--- src/rtl/mips_pkg.sv ---
// Shared forwarding types: mux select codes, register-address width, pipeline slot record.
// No logic or latency of its own.
// No flow control of its own.
package mips_pkg;

    localparam int NB_REG_ADDR = 5;

    localparam logic [1:0] FWD_SEL_REG = 2'b00;
    localparam logic [1:0] FWD_SEL_WB  = 2'b01;
    localparam logic [1:0] FWD_SEL_MEM = 2'b10;

    typedef struct packed {
        logic                   valid;
        logic [NB_REG_ADDR-1:0] dst;
        logic                   reg_write;
        logic                   mem_read;
    } fwd_slot_t;

    // A write to $zero is architecturally discarded, so it never matches.
    function automatic logic slot_matches(input fwd_slot_t slot,
                                          input logic [NB_REG_ADDR-1:0] r);
        return slot.valid & slot.reg_write & (slot.dst == r) & (r != '0);
    endfunction

endpackage

--- src/rtl/fwd_slot_reg.sv ---
// One pipeline-stage shadow of the destination-register info.
// Latency: one cycle.
// Backpressure: enable_i = 0 holds the slot; bubble_i loads an invalid entry.
module fwd_slot_reg
    import mips_pkg::*;
(
    input  logic      clock_i,
    input  logic      reset_n_i,
    input  logic      enable_i,
    input  logic      bubble_i,
    input  fwd_slot_t slot_i,
    output fwd_slot_t slot_o
);

    fwd_slot_t slot_d;
    fwd_slot_t slot_q;

    always_comb begin
        slot_d = slot_q;
        if (enable_i) begin
            slot_d = bubble_i ? fwd_slot_t'('0) : slot_i;
        end
    end

    always_ff @(posedge clock_i or negedge reset_n_i) begin
        if (!reset_n_i) begin
            slot_q <= '0;
        end else begin
            slot_q <= slot_d;
        end
    end

    assign slot_o = slot_q;

endmodule

--- src/rtl/forwarding_unit.sv ---
// EX-stage operand forwarding selects and load-use stall request for the 5-stage core.
// Latency: selects are registered as the consumer enters EX; stall_o is combinational.
// Backpressure: enable_i = 0 freezes all state; stall_o holds IF/ID and bubbles EX.
module forwarding_unit #(
    parameter int NB_REG_ADDR = 5
) (
    input  logic                   clock_i,
    input  logic                   reset_n_i,
    input  logic                   enable_i,
    input  logic                   id_valid_i,
    input  logic [NB_REG_ADDR-1:0] id_rs_i,
    input  logic [NB_REG_ADDR-1:0] id_rt_i,
    input  logic [NB_REG_ADDR-1:0] id_dst_i,
    input  logic                   id_reg_write_i,
    input  logic                   id_mem_read_i,
    input  logic                   flush_i,
    output logic                   stall_o,
    output logic [1:0]             fwd_a_sel_o,
    output logic [1:0]             fwd_b_sel_o
);

    import mips_pkg::*;

    fwd_slot_t  id_slot;
    fwd_slot_t  ex_q;
    fwd_slot_t  mem_q;
    fwd_slot_t  wb_q;
    logic       hazard;
    logic       ex_bubble;
    logic [1:0] fwd_a_sel_d;
    logic [1:0] fwd_a_sel_q;
    logic [1:0] fwd_b_sel_d;
    logic [1:0] fwd_b_sel_q;

    // Evaluated against the slots before they advance: EX now is MEM next cycle.
    function automatic logic [1:0] sel_for(input logic [NB_REG_ADDR-1:0] r);
        if (slot_matches(ex_q, r)) begin
            return FWD_SEL_MEM;
        end else if (slot_matches(mem_q, r)) begin
            return FWD_SEL_WB;
        end
        return FWD_SEL_REG;
    endfunction

    always_comb begin
        id_slot.valid     = id_valid_i;
        id_slot.dst       = id_dst_i;
        id_slot.reg_write = id_reg_write_i;
        id_slot.mem_read  = id_mem_read_i;

        // rt is compared even for instructions that do not read it.
        hazard = id_valid_i & ex_q.valid & ex_q.mem_read & ex_q.reg_write
               & (ex_q.dst != '0)
               & ((ex_q.dst == id_rs_i) | (ex_q.dst == id_rt_i));

        stall_o   = hazard & ~flush_i;
        ex_bubble = ~(id_valid_i & ~stall_o & ~flush_i);

        fwd_a_sel_d = fwd_a_sel_q;
        fwd_b_sel_d = fwd_b_sel_q;
        if (enable_i) begin
            if (ex_bubble) begin
                fwd_a_sel_d = FWD_SEL_REG;
                fwd_b_sel_d = FWD_SEL_REG;
            end else begin
                fwd_a_sel_d = sel_for(id_rs_i);
                fwd_b_sel_d = sel_for(id_rt_i);
            end
        end
    end

    always_ff @(posedge clock_i or negedge reset_n_i) begin
        if (!reset_n_i) begin
            fwd_a_sel_q <= FWD_SEL_REG;
            fwd_b_sel_q <= FWD_SEL_REG;
        end else begin
            fwd_a_sel_q <= fwd_a_sel_d;
            fwd_b_sel_q <= fwd_b_sel_d;
        end
    end

    assign fwd_a_sel_o = fwd_a_sel_q;
    assign fwd_b_sel_o = fwd_b_sel_q;

    fwd_slot_reg u_ex_slot (
        .clock_i   (clock_i),
        .reset_n_i (reset_n_i),
        .enable_i  (enable_i),
        .bubble_i  (ex_bubble),
        .slot_i    (id_slot),
        .slot_o    (ex_q)
    );

    fwd_slot_reg u_mem_slot (
        .clock_i   (clock_i),
        .reset_n_i (reset_n_i),
        .enable_i  (enable_i),
        .bubble_i  (1'b0),
        .slot_i    (ex_q),
        .slot_o    (mem_q)
    );

    // WB is tracked for completeness; the write-first register file covers it.
    fwd_slot_reg u_wb_slot (
        .clock_i   (clock_i),
        .reset_n_i (reset_n_i),
        .enable_i  (enable_i),
        .bubble_i  (1'b0),
        .slot_i    (mem_q),
        .slot_o    (wb_q)
    );

endmodule

--- config.mk ---
export PLATFORM = sky130hd
export DESIGN_NAME = forwarding_unit
export DESIGN_NICKNAME = d
export VERILOG_FILES = /design/src/rtl/mips_pkg.sv /design/src/rtl/fwd_slot_reg.sv /design/src/rtl/forwarding_unit.sv
export SDC_FILE = /design/constraint.sdc
export NUM_CORES = 1
export LEC_CHECK = 0
export CAP_MARGIN = 5
export CORE_MARGIN = 4
export CORE_UTILIZATION = 45
export CTS_BUF_LIST = sky130_fd_sc_hd__clkbuf_4 sky130_fd_sc_hd__clkbuf_8 sky130_fd_sc_hd__clkbuf_16
export DETAILED_ROUTE_END_ITERATION = 8
export HOLD_SLACK_MARGIN = 0.15
export PLACE_DENSITY = 0.81
export SYNTH_ARGS = -nofsm -noshare
export SYNTH_HDL_FRONTEND = slang
export SYNTH_SLANG_ARGS = --single-unit
--- constraint.sdc ---
create_clock -name clock_i -period 3.5 [get_ports clock_i]
set_input_delay 0.35 -clock clock_i [delete_from_list [all_inputs] [get_ports clock_i]]
set_output_delay 0.35 -clock clock_i [all_outputs]
set_load 0.02 [all_outputs]
==> results.json <==
{
  "antenna_found_initial": 0,
  "netlist_instances": 109,
  "yosysSeqAreaShare_pct": 42.4,
  "synth_warnings": 0,
  "syn-cell-area_um2": 1120,
  "startpoint": "id_rs_i[2]",
  "fmax_ghz": 0.341,
  "fin_skew_ns": 0.00493,
  "drtIter0Drc": 26,
  "final_core_util_pct": 62.0,
  "syn_area_per_cell_um2": 10.3,
  "grt_usage_pct": 16.7,
  "cts_sinks": 19,
  "grt_pass1_wl_um": 4360,
  "vias": 893,
  "numPortBuffers": 26,
  "htreeDepth": 1,
  "die-area_um2": 3360,
  "wl_per_cell_um": 15.5,
  "fin_ws_ns": 0.563,
  "yosys.area.top_type": "dfrtp_1",
  "synth-edff-count": 0,
  "start_kind": "primary input",
  "syn-num-nets": 131,
  "hp-class": "in -> async",
  "synthArstFlopShare_pct": 100,
  "cts_resized": 0,
  "fp.dieH_um": 57.9,
  "setup_tns_ns": 0,
  "total_leakage_power_nw": 0.576,
  "first_pass_iters": 4,
  "ys_seq_elements": 19,
  "drtAntennaViolNets": 0,
  "cts-root-buf": "clkbuf_4",
  "multi_input_area_um2": 563,
  "grt_pass1_vias": 929,
  "hold_buffers": 0,
  "synthToLayoutAreaGrowth_pct": 26.9,
  "r2r_start": "u_ex_slot.slot_o[2]$_DFFE_PN0P_",
  "worstSetupPathType": "in -> out",
  "synth.area.top_cells": "dfrtp_1, mux2_2, xnor2_1, o22ai_2, xor2_1",
  "diodes": 0,
  "rsz0062_at_grt": "no",
  "ios": 27,
  "viasPerCell": 5.41,
  "critPathArrivalTime_ns": 2.59,
  "insertion_delay_ns": 0.29,
  "core-area_um2": 2300,
  "reg2reg_depth": 6,
  "synth.distinct_cells": 27,
  "cp_max_fo": 4,
  "nFillCells": 211,
  "rows": 17,
  "grt_max_degree": 21,
  "post-dp-hpwl_um": 2020,
  "cts_tree": "yes",
  "final_area_um2": 1420,
  "cp.required_ns": 3.15,
  "gp_congestion": 0.869,
  "irDropWorstVdd_v": 0.000249,
  "drive_above_1_share_pct": 15.3,
  "cts_setup_buffers": 0,
  "cts_buffer_depth": 2,
  "end_kind": "primary output",
  "pre_cts_ws_ns": 0.612,
  "fin_crit_ns": 2.94,
  "clk_pin_slew_worst_paths_ns": 0.11,
  "seq_area_um2": 475,
  "power.density_nw_per_um2": 319,
  "initial_core_util_pct": 48.9,
  "synth_flop_cell": "dfrtp_1",
  "cts_buffers": 3,
  "finalCritPeriodShare_pct": 83.9,
  "grt_remaining_overflow": 0,
  "hold_viol": 0,
  "tightest_slew_ns": 0.829,
  "layout.nets": 160,
  "yosys.area.top_type_share_pct": 42.4,
  "die_x_um": 57.9,
  "relSlewSlack_pct": 44.5,
  "yosysMostFrequentCell": "dfrtp_1",
  "synth_common_cells": "dfrtp_1, inv_1, nand2_1",
  "slew_violations": 0,
  "drc_errors": 0,
  "placed_area_um2": 1390,
  "wirelength_um": 2550,
  "drv_cap": 0,
  "outcome": "complete, no violations",
  "setup_viol": 0
}
==> critical path, stage by stage <==
cell	delay, ns
clkdlybuf4s50_1	0.55
and2b_1	0.21
a2111oi_1	0.47
nand3_1	0.17
a21oi_2	0.21
clkdlybuf4s50_1	0.63
==> layout make-up <==
cell class,instances,area share (%)
flip-flops and latches,19,33.4
multi-input cells,74,39.5
repair buffers,28,19.3
well taps,28,2.46
clock buffers,4,2.11
inverters,12,3.16
==> cells in the final DEF, fill, tap and decap left out, drive strengths merged, types with 3 or more instances in the layout <==
master         instances
xor2                   7
xnor2                  9
dfrtp                 19
mux2                   7
clkbuf                 4
nor3                   3
and2b                  3
inv                   12
o22ai                  8
o32ai                  3
nor2b                  4
nand2                 11
nand4                  4
clkdlybuf4s50         26
==> logic make-up after synthesis <==
| kind of cell | after synthesis | share of synthesized area (%) |
|---|---|---|
| AND/OR/NAND/NOR | 33 | 15.6 |
| flip-flops | 19 | 42.4 |
| AO/OA/AOI/OAI | 18 | 15.1 |
| XOR/XNOR | 16 | 12.5 |
| buffers and inverters | 16 | 7.47 |
| multiplexers | 7 | 7.02 |
==> power by group <==
group          leakage (nW)  internal [mW]  switching [mW]
registers             0.257          0.232          0.0133
logic                 0.301         0.0509          0.0386
clock network        0.0184         0.0520          0.0671
==> state kept, by name (all words and copies together), names as in the netlist <==
signal	count
fwd_a_sel_o	2
fwd_b_sel_o	2
u_ex_slot.slot_o	8
u_mem_slot.slot_o	7
==> layer usage <==
metal  GRT usage (%)  part of all wire (%)
met1            22.8                    47
met2            27.6                    47
met3            3.34                   5.4
met4            2.98                  0.35
met5               0                     0
==> path summary, 6_finish.rpt <==
path / end / slack [ns]
max in group asynchronous: u_mem_slot.slot_o[5]$_DFFE_PN0P_ / 2.47
max: stall_o / 0.56
min: u_ex_slot.slot_o[6]$_DFFE_PN0P_ / 0.52
max reg2reg: fwd_b_sel_o[0]$_DFFE_PN0P_ / 1.55
min reg2reg: fwd_a_sel_o[1]$_DFFE_PN0P_ / 0.52
min in group clock_i: fwd_a_sel_o[1]$_DFFE_PN0P_ / 0.52
==> metrics by stage <==
step	hold WS [ns]	total power, mW	std cells
6_report	0.515	0.454	165
3_3_place_gp	0.474	0.335	161
2_1_floorplan	0.0544	0.296	109
3_5_place_dp	0.489	0.339	161
4_1_cts	0.516	0.454	165
5_1_grt	0.537	0.480	165
No activity file was read; power rests on OpenSTA's default activity.
==> patch 1, RTL diff (same settings) <==
`NB_REG_ADDR` is set to 5 in 2 places; all go to 6.
--- a/src/rtl/mips_pkg.sv
+++ b/src/rtl/mips_pkg.sv
@@ -4,5 +4,5 @@
 package mips_pkg;
 
-    localparam int NB_REG_ADDR = 5;
+    localparam int NB_REG_ADDR = 6;
 
     localparam logic [1:0] FWD_SEL_REG = 2'b00;
--- a/src/rtl/forwarding_unit.sv
+++ b/src/rtl/forwarding_unit.sv
@@ -3,5 +3,5 @@
 // Backpressure: enable_i = 0 freezes all state; stall_o holds IF/ID and bubbles EX.
 module forwarding_unit #(
-    parameter int NB_REG_ADDR = 5
+    parameter int NB_REG_ADDR = 6
 ) (
     input  logic                   clock_i,
Interface: changed (resized id_dst_i, id_rs_i and id_rt_i); port bits go from 27 to 30. The function was not compared with the original's and may differ.
==> patch 1 against the original RTL <==
- combinational power increased by 3.1%
- sequential cell count grew 2
- synthesized area rose by 1.1%
- sequential power up 11%
- sequential share of layout area rose by 2.4 points
- total power grew 7.9%
- routed wire length rose by 3.9%
- first-iteration DRC count is 12% higher
- cell area increased by 3.1%
- worst setup slack worse by 20 ps
- clock skew increased by 0.56 ps
- global-route usage rose by 1.7 points
==> patch 1: results <==
[outcome]
outcome = "finished, final reports clean"

[worst_setup_path]
crit-reg2reg-capture = "u_ex_slot.slot_o[4]"
worst_r2r_startpoint = "u_ex_slot.slot_o[6]"
slowest_delay_ps = 610
worst-endpoint-arrival_ps = 2610
ff2ff_setup_slack_ps = 1590
critical_path_peak_fanout = 12
worstSetupStartpoint = "id_rs_i[5]"
rr_worst_depth = 5

[sta]
whs_ps = 499
worst_pin_slew_ps = 906
fraction_of_the_cycle_the_final_worst_path_needs_pct = 84.5

[place]
place_worst_setup_slack_ps = 549
port_buffers = 29
gpl.final_weighted_congestion = 0.836
dp_hpwl_um = 2100

[drt]
average_routed_wire_per_standard_cell_um = 17.2
met3_length_um = 128
initialDrtViolationCount = 29
detail_route.wirelength.met1_um = 1170
met2_routed_wirelength_um = 1300

[die]
initial_utilization_pct = 49.4

[layout]
clkCellAreaFrac_pct = 2.05
layout.buffer.nonclock.area_share_pct = 19.8
largest_register_ff_count = 9
layout-drive-gt1-share_pct = 11.9
post_layout_nonfiller_instances = 154
seq_area_um2 = 526
num-nonclk-buffers = 29

[yosys]
post_synth_inst_count = 97
post-synth-top-area-cell = "dfrtp_1"
sequential_element_share_of_the_synthesized_area_pct = 46.3
synth_common_cells = "21 x dfrtp_1, 12 x xnor2_1, 12 x xor2_1"
post_synth_mux_area_share_pct = 7.94
synth.top_cells.by_area = "dfrtp_1 46%, xnor2_1 9.3%, xor2_1 9.3%, a32o_1 8.8%, mux2_2 7.9%"
synth_compound_gate_area_share_pct = 11.9
parity_gate_share_of_the_synthesized_area_counting_xor_and_xnor_cells_pct = 18.5
syn_nets = 122

[cts]
numCtsBuffers = 3

[power]
p_leak_nw = 0.609
share_comb_of_total_power_pct = 18.9
sw_share_pct = 25.8
ir_drop_worst_case_vdd_mv = 0.189
power.clock.total_w = 0.000124
combinationalPower_w = 0.0000924

[global_routing]
vias_in_the_first_global_route = 977
gr-usage-all-layers_pct = 18.4
wire_length_of_the_first_global_routing_pass_um = 4640
grt_start_max_net_pins = 22
patch 1: changes by cell type after synthesis, moves of 5 or more:
cell and change:
xor2_1 +5, o22ai_2 -6, inv_1 -10, a32o_1 +10
nand2_1 -8
patch 1: through the flow:
stage | util [%] | cell area [um^2]
2_1_floorplan | - | 1130
3_3_place_gp | 62.6 | 1440
3_5_place_dp | 62.6 | 1440
4_1_cts | 63.9 | 1470
5_1_grt | 63.9 | 1470
6_report | 63.9 | 1470
patch 1: critical path: cells and delay by family:
kind / cells / cell delay [ps]
AND/OR/NAND/NOR: 2 / 410
XOR/XNOR: 1 / 180
AO/OA/AOI/OAI: 1 / 450
buffers and inverters: 3 / 1210
patch 1: per-layer routing:
layer  vias up  track usage [%]
met2        27             29.7
met3         6             3.79
met5         -                0
li1        428                -
met4         0             9.27
met1       445             23.2
==> patch 2, RTL diff (same flow settings) <==
Without the edit above. Make the reset (`reset_n_i`) synchronous in 2 clocked blocks.
--- a/src/rtl/fwd_slot_reg.sv
+++ b/src/rtl/fwd_slot_reg.sv
@@ -23,5 +23,5 @@
     end
 
-    always_ff @(posedge clock_i or negedge reset_n_i) begin
+    always_ff @(posedge clock_i) begin
         if (!reset_n_i) begin
             slot_q <= '0;
--- a/src/rtl/forwarding_unit.sv
+++ b/src/rtl/forwarding_unit.sv
@@ -70,5 +70,5 @@
     end
 
-    always_ff @(posedge clock_i or negedge reset_n_i) begin
+    always_ff @(posedge clock_i) begin
         if (!reset_n_i) begin
             fwd_a_sel_q <= FWD_SEL_REG;
Function: differs if reset_n_i is asserted again (counterexample within 4 cycles, from zero or initial values and one cycle with reset_n_i low); with reset_n_i held inactive, the same outputs for 10 cycles.
==> patch 2 against the original RTL <==
- worst setup slack improved by 270 ps
- global-route usage shrank 0.16 points
- sequential cell count stayed put
- cell area is 1.6% lower
- sequential share of layout area is 6.2 points lower
- synthesized area down 2.6%
- largest cell class unchanged
- largest power group unchanged
- total power fell by 11%
- sequential power fell by 8.6%
- routed wire length shrank 0.67%
- critical path type unchanged
- die area fell by 2.2%
==> patch 2: results <==
[global_routing]
gr-usage-all-layers_pct = 16.5
vias_in_the_first_global_route = 974
grt_start_max_net_pins = 12
wire_length_of_the_first_global_routing_pass_um = 4280

[sta]
clock_skew_ps = 2.03
whs_ps = 475
worst_pin_slew_ps = 710

[layout]
post_layout_nonfiller_instances = 179
final_net_count = 174
stdcell_area_um2 = 1400
layout-drive-gt1-share_pct = 11.9

[power]
power.clock.total_w = 0.000115
fin_total_pwr_w = 0.000405
switchingPower_w = 0.0000955
p_leak_nw = 0.526
combinationalPower_w = 0.0000663
ir_drop_worst_case_vdd_mv = 0.312

[yosys]
synth_common_cells = "23 x nand2_1, 19 x dfxtp_1, 13 x xor2_1"
postSynth.topFlopCell = "dfxtp_1"
post_synth_num_cell_types = 30
sequential_element_share_of_the_synthesized_area_pct = 34.8
synth.top_cells.by_area = "dfxtp_1 35%, xor2_1 10%, nand2_1 7.9%, nor2b_1 6.9%, mux2i_1 6.4%"

[drt]
route.detailed.vias_per_inst = 5.31
initialDrtViolationCount = 28
drt_wl_total_um = 2540

[worst_setup_path]
worst_r2r_startpoint = "u_ex_slot.slot_o[2]"
worst-endpoint-arrival_ps = 2320

[outcome]
outcome = "finished, final reports clean"

[place]
place_worst_setup_slack_ps = 834
gpl.final_weighted_congestion = 0.807

[hold_path]
worstHoldPathType = "register to register"
## patch 2: cell types whose count changed after synthesis, sizes merged, moves of 7 or more
cell / unedited run / this run
dfrtp: 19 / 0
dfxtp: 0 / 19
nand2: 11 / 23
inv: 12 / 2
nor2b: 4 / 13
o22ai: 8 / 0
mux2: 7 / 0
mux2i: 0 / 7
## patch 2: final cells by class
| type | instances | area, um^2 |
|---|---|---|
| clock buffers | 4 | 30.0 |
| fillers | 218 | 853 |
| inverters | 2 | 7.51 |
| multi-input cells | 99 | 681 |
| flip-flops and latches | 19 | 380 |
| well taps | 28 | 35.0 |
| repair buffers | 27 | 268 |
## patch 2: metal layers
metal	wire length, um	vias up	part of all wire, %	track usage [%]
li1	-	479	-	-
met1	1060	446	42	19.5
met2	1350	23	53	29.9
met3	120	2	4.7	4.52
met4	12	0	0.47	3.31
met5	0	-	0	0
## patch 2: worst max path at each step
| stage | startpoint | end | slack (ps) |
|---|---|---|---|
| global route | id_rs_i[0] | stall_o | 770 |
| finish | id_rs_i[0] | stall_o | 830 |
| floorplan | u_ex_slot.slot_o[2] | stall_o | 1860 |
| CTS | id_rs_i[0] | stall_o | 840 |
| global placement | id_rs_i[0] | stall_o | 890 |
| detailed placement | id_rs_i[0] | stall_o | 830 |
## patch 2: cells by family after synthesis
group	share of synthesized area, %
AOI/OAI and AO/OA	14.8
xor gates and xnor gates	12.8
buffers and inverters	2.97
DFF	34.8
muxes	6.41
and+or+nand+nor	28.3
## patch 2: critical path, delay by kind of cell
| kind | cells | cell delay [ps] |
|---|---|---|
| AO/OA/AOI/OAI | 2 | 570 |
| buffers and inverters | 2 | 1210 |
| AND/OR/NAND/NOR | 2 | 190 |
